==> config.mk <==
export PLATFORM = sky130hd
export DESIGN_NAME = lcd_hex_display
export DESIGN_NICKNAME = d
export VERILOG_FILES = /design/src/rtl/lcd_hex_display.sv
export SDC_FILE = /design/constraint.sdc
export NUM_CORES = 1
export LEC_CHECK = 0
export CORE_MARGIN = 2
export CORE_UTILIZATION = 25
export DETAILED_ROUTE_END_ITERATION = 7
export GPL_TIMING_DRIVEN = 0
export PLACE_DENSITY = 0.45
export SLEW_MARGIN = 20
export SYNTH_ARGS = -nofsm -noshare
export SYNTH_HDL_FRONTEND = slang
export SYNTH_SLANG_ARGS = --single-unit
==> constraint.sdc <==
create_clock -name iCLK -period 6.4 [get_ports iCLK]
set_input_delay 0.64 -clock iCLK [delete_from_list [all_inputs] [get_ports iCLK]]
set_output_delay 0.64 -clock iCLK [all_outputs]
set_load 0.05 [all_outputs]
==> src/rtl/lcd_hex_display.sv <==
// lcd_hex_display: HD44780-style LCD driver showing a 4*DIGITS-bit value as upper-case hex on line 1
module lcd_hex_display #(
    parameter int DIGITS  = 4,
    parameter int T_PWR   = 2_000_000,
    parameter int T_SETUP = 4,
    parameter int T_EN    = 16,
    parameter int T_HOLD  = 4,
    parameter int T_CMD   = 2_500,
    parameter int T_CLR   = 100_000
) (
    input  logic                  iCLK,
    input  logic                  iRST,
    input  logic [4*DIGITS-1:0]   iVALUE,
    input  logic                  iBLANK_LZ,
    output logic                  oREADY,
    output logic                  oDONE,
    output logic [7:0]            oLCD_DATA,
    output logic                  oLCD_RS,
    output logic                  oLCD_RW,
    output logic                  oLCD_EN
);
    localparam logic [4:0] LAST   = 5'(DIGITS - 1);
    localparam logic [6:0] MSB_SH = 7'(4 * (DIGITS - 1));

    typedef enum logic [2:0] {PWR_WAIT, INIT, SNAP, HOME, CHAR, DONE} state_t;
    typedef enum logic [1:0] {SETUP, EN_HI, HOLD, WAIT} phase_t;

    state_t              state;
    phase_t              phase;
    logic [31:0]         cnt;
    logic [4:0]          idx;
    logic [4*DIGITS-1:0] snap;
    logic                blank;
    logic                lead;
    logic [31:0]         wait_len;
    logic                pwr_end;
    logic                ph_end;
    logic                wr_end;
    logic                start;
    logic                nrs;
    logic                lz;
    logic [4:0]          ci;
    logic [3:0]          nib;
    logic [7:0]          ch;
    logic [7:0]          nb;

    assign oLCD_RW = 1'b0;

    // Phase/write completion and selection of the next byte to put on the bus
    always_comb begin
        wait_len = (oLCD_DATA == 8'h01) ? 32'(T_CLR) : 32'(T_CMD);
        pwr_end  = (T_PWR == 0) || (cnt == 32'(T_PWR - 1));
        ph_end   = cnt == (phase == SETUP ? 32'(T_SETUP - 1) :
                           phase == EN_HI ? 32'(T_EN - 1) :
                           phase == HOLD  ? 32'(T_HOLD - 1) : wait_len - 32'd1);
        wr_end   = ph_end && ((phase == HOLD && wait_len == 32'd0) || phase == WAIT);
        ci       = (state == CHAR) ? idx + 5'd1 : 5'd0;
        nib      = 4'(snap >> (MSB_SH - {ci, 2'b00}));
        lz       = blank && lead && nib == 4'd0 && ci != LAST;
        ch       = lz ? 8'h20 : (nib < 4'd10) ? {4'h3, nib} : 8'h37 + {4'h0, nib};
        nb       = state == PWR_WAIT ? 8'h38 :
                   state == SNAP     ? 8'h80 :
                   state == INIT     ? (idx == 5'd0 ? 8'h0C : idx == 5'd1 ? 8'h01 : 8'h06) : ch;
        nrs      = state == HOME || state == CHAR;
        start    = (state == PWR_WAIT && pwr_end) || state == SNAP ||
                   (wr_end && (state == HOME || (state == INIT && idx != 5'd3) ||
                               (state == CHAR && idx != LAST)));
    end

    // Top sequencer and byte-writer; all bus signals are registered
    always_ff @(posedge iCLK) begin
        if (iRST) begin
            state     <= PWR_WAIT;
            phase     <= SETUP;
            cnt       <= '0;
            idx       <= '0;
            snap      <= '0;
            blank     <= 1'b0;
            lead      <= 1'b0;
            oREADY    <= 1'b0;
            oDONE     <= 1'b0;
            oLCD_DATA <= 8'h00;
            oLCD_RS   <= 1'b0;
            oLCD_EN   <= 1'b0;
        end else begin
            oDONE <= 1'b0;
            cnt   <= cnt + 32'd1;
            case (state)
                PWR_WAIT: if (pwr_end) state <= INIT;
                SNAP: begin
                    snap  <= iVALUE;
                    blank <= iBLANK_LZ;
                    lead  <= 1'b1;
                    state <= HOME;
                end
                DONE: state <= SNAP;
                default: if (ph_end) begin
                    cnt <= '0;
                    case (phase)
                        SETUP: begin
                            phase   <= EN_HI;
                            oLCD_EN <= 1'b1;
                        end
                        EN_HI: begin
                            phase   <= HOLD;
                            oLCD_EN <= 1'b0;
                        end
                        default: phase <= WAIT;
                    endcase
                    if (wr_end) begin
                        idx <= idx + 5'd1;
                        if (state == INIT && idx == 5'd3) begin
                            oREADY <= 1'b1;
                            state  <= SNAP;
                        end
                        if (state == HOME) begin
                            state <= CHAR;
                            idx   <= 5'd0;
                        end
                        if (state == CHAR && idx == LAST) begin
                            oDONE <= 1'b1;
                            state <= DONE;
                        end
                    end
                end
            endcase
            if (start) begin
                oLCD_DATA <= nb;
                oLCD_RS   <= nrs;
                phase     <= SETUP;
                cnt       <= '0;
            end
            if (start && (state == HOME || state == CHAR)) lead <= lead && nib == 4'd0;
        end
    end
endmodule

==> reports/metrics.cfg <==
[global_route]
antenna_found_initial=0
grt_usage=0.126
overflow=0
grt_pass1_vias=3260
grt_max_degree=14
grt_pass1_wl_mm=16.5

[final_layout]
regArea_mm2=0.00144
layout_commonest_cell=dfxtp_1
multi_input_area_mm2=0.00220
layout_common_cells=dfxtp_1, nor2_1, nand2_1
final_nets=546
antenna_cells_inserted=0
area_delta_synth_final_pct=22.9
final_util=0.312
fillers=1649
drive_gt1_frac=0.0800

[drt]
vias=3374
wl_per_cell_um=13.9
dr.max_layer_used=met4
route.detailed.drc=0
drtAntennaViolNets=0
drtIter0Drc=157
met2_length_mm=4.57
met3_length_um=275
dr.pass1.iters=4
wl_mm=9.93
via_per_inst=4.73
m1WireLength_mm=4.92

[setup_path]
rr_worst_depth=13
r2r-end=oLCD_DATA[2]
crit_type=reg2reg
cp-end-kind=flop
start_kind=flop
crit_start=state[1]
cp.required_ns=6.62
ff2ff_setup_slack_ns=2.57
arrival_ns=4.05
r2r_start=state[1]
critPathMaxFanout=10
crit_end=oLCD_DATA[2]

[clock_network]
cts_resized=0
clock_latency_ns=0.34
cts_setup_buffers=0
clockRootBuffer=clkbuf_16
h-tree-depth=3
path_clk_slew_ns=0.06
hold_buffers=0
clockBufferDepth=2
cts_tree=done
cts_inserted_buffers=9
cts_sinks=72

[synth]
synth-xor-area-share=0.0732
syn_avg_cell_area_um2=7.99
syn_inst=479
synthArstFlopShare=0
syn-num-nets=505
synth_compound_area_frac=0.156
synthMuxAreaShare=0.0327
synth_edf_count=0
synthAdderAreaFrac=0.0229
synth_seq_cells=72
ys.flop_type=dfxtp_1
synth_warnings=0
synth_top_family_by_area=simple AND/OR/NAND/NOR gates
yosysSeqAreaShare=0.377
synth_cell_type_count=60
synth-simple-area-share=0.289
syn_area_mm2=0.00383

[flow_run]
maxCapViolations=0

[timing]
rsz0062_at_grt=false
setup_violations=0
skew_ns=0.0126
clock.fmax_ghz=0.261
tightest_slew_ns=0.714
fin_crit_sh=0.599
max_slew_margin=0.520
report.final.slew_viol_count=0
hold_viol=0
tns_ns=0
min_period_ns=3.83

[placed_design]
hpwl_mm=7.42
io_buffers=30
place.gp.congestion=0.837

[pwr]
ir_drop_v=0.000115
power.density_mw_per_mm2=250
p_leak_uw=0.00159

[die]
die_x_um=128
fp.dieArea_mm2=0.0163
initial_core_util=0.254
pin_count=32
die_y_um=128
core_area_mm2=0.0151
rows=45

[status]
status=finished, final reports clean

[hold_path]
hold_class=reg2reg

## worst min-delay path by stage
stage / from / to / slack (ns) / cells after the start
final: snap[11] / snap[11] / 0.45 / 2
after CTS: snap[5] / snap[5] / 0.46 / 2
after floorplan: snap[3] / snap[3] / 0.43 / 2
after detailed placement: snap[5] / snap[5] / 0.45 / 2
after global placement: snap[2] / snap[2] / 0.45 / 2
after global routing: snap[5] / snap[5] / 0.48 / 2
## Yosys cell counts (2+ instances only)
cell type  number  area share
nand4_1        16       0.026
o21ai_0        11       0.014
nand3_1        18       0.024
a21o_1          3      0.0059
a21bo_2         4       0.010
buf_4           3      0.0059
and2_1         10       0.016
and4_1          2      0.0046
xor2_1         20       0.046
mux2i_1         8       0.021
nand2b_1        4      0.0065
a31oi_1         4      0.0065
a311oi_1        4      0.0092
xnor2_1        12       0.027
mux2_2          4       0.012
inv_1          11       0.011
buf_6           4       0.012
nand3b_1        2      0.0039
nor2_1         71       0.070
a21oi_1        38       0.050
nor4_1          8       0.013
ha_1            7       0.023
and3_1          5      0.0082
clkbuf_1       20       0.020
nand4b_1        2      0.0046
nor3_1          7      0.0092
nor3b_1         2      0.0039
or3b_2          2      0.0046
o32ai_1         2      0.0046
or4_1           2      0.0039
nor4b_1         4      0.0092
nor2b_1         4      0.0065
nand2_1        66       0.065
o22ai_1         2      0.0033
dfxtp_1        72        0.38
## per-layer routing
metal  global-route usage  up-vias
li1                     -     1757
met2                0.204       54
met1                0.166     1547
met3               0.0326       16
met4               0.0394        0
met5                    0        -
## worst max-delay path: stages (launching register included)
cell	delay (ns)
dfxtp_1	0.30
clkbuf_1	0.21
nor3b_1	0.48
clkbuf_1	0.40
o21ai_0	0.20
ha_1	0.33
nor2b_1	0.10
mux2_2	0.24
or3b_2	0.51
ha_1	0.22
nand2_1	0.07
mux2_2	0.33
a31oi_1	0.22
o22ai_1	0.11
## report_power, final
| group | internal (µW) | total [µW] | switching [µW] |
|---|---|---|---|
| registers | 463 | 472 | 9.79 |
| clock network | 381 | 583 | 202 |
| logic | 47.9 | 122 | 74.4 |
| total | 892 | 1180 | 286 |
## cell families (layout without fill, tap and decap cells)
group	Yosys count	after routing
AND/OR/NAND/NOR	230	230
AO/OA/AOI/OAI	86	86
flip-flops	72	72
buffers and inverters	39	85
XOR/XNOR	32	32
multiplexers	12	12
adder cells (fa/ha/maj)	7	7
other	1	1
## stage by stage
step | cells | setup slack [ns] | hold WS (ns) | instance area [µm²] | power (µW)
6_report | 713 | 2.57 | 0.454 | 4710 | 1180
5_1_grt | 713 | 2.30 | 0.482 | 4710 | 1220
4_1_cts | 713 | 2.58 | 0.460 | 4710 | 1190
3_5_place_dp | 697 | 2.62 | 0.451 | 4360 | 606
3_3_place_gp | 697 | 2.56 | 0.445 | 4360 | 606
2_1_floorplan | 479 | 3.24 | 0.433 | 3830 | 563
## cell type report
cell class / instances / area share
sequential: 72 / 0.306
tap: 188 / 0.0500
buffer: 28 / 0.0314
clock buffer: 9 / 0.0479
multi-input combinational: 368 / 0.467
clock inverter: 7 / 0.0250
timing repair buffer: 30 / 0.0638
inverter: 11 / 0.00877
## state kept, by name, summed over array words and instances (netlist names)
signal and count:
blank 1, cnt 32, idx 5, lead 1, oDONE 1, oLCD_DATA 8, oLCD_EN 1, oLCD_RS 1
oREADY 1, phase 2, snap 16, state 3
(Power assumes the default switching activity.)
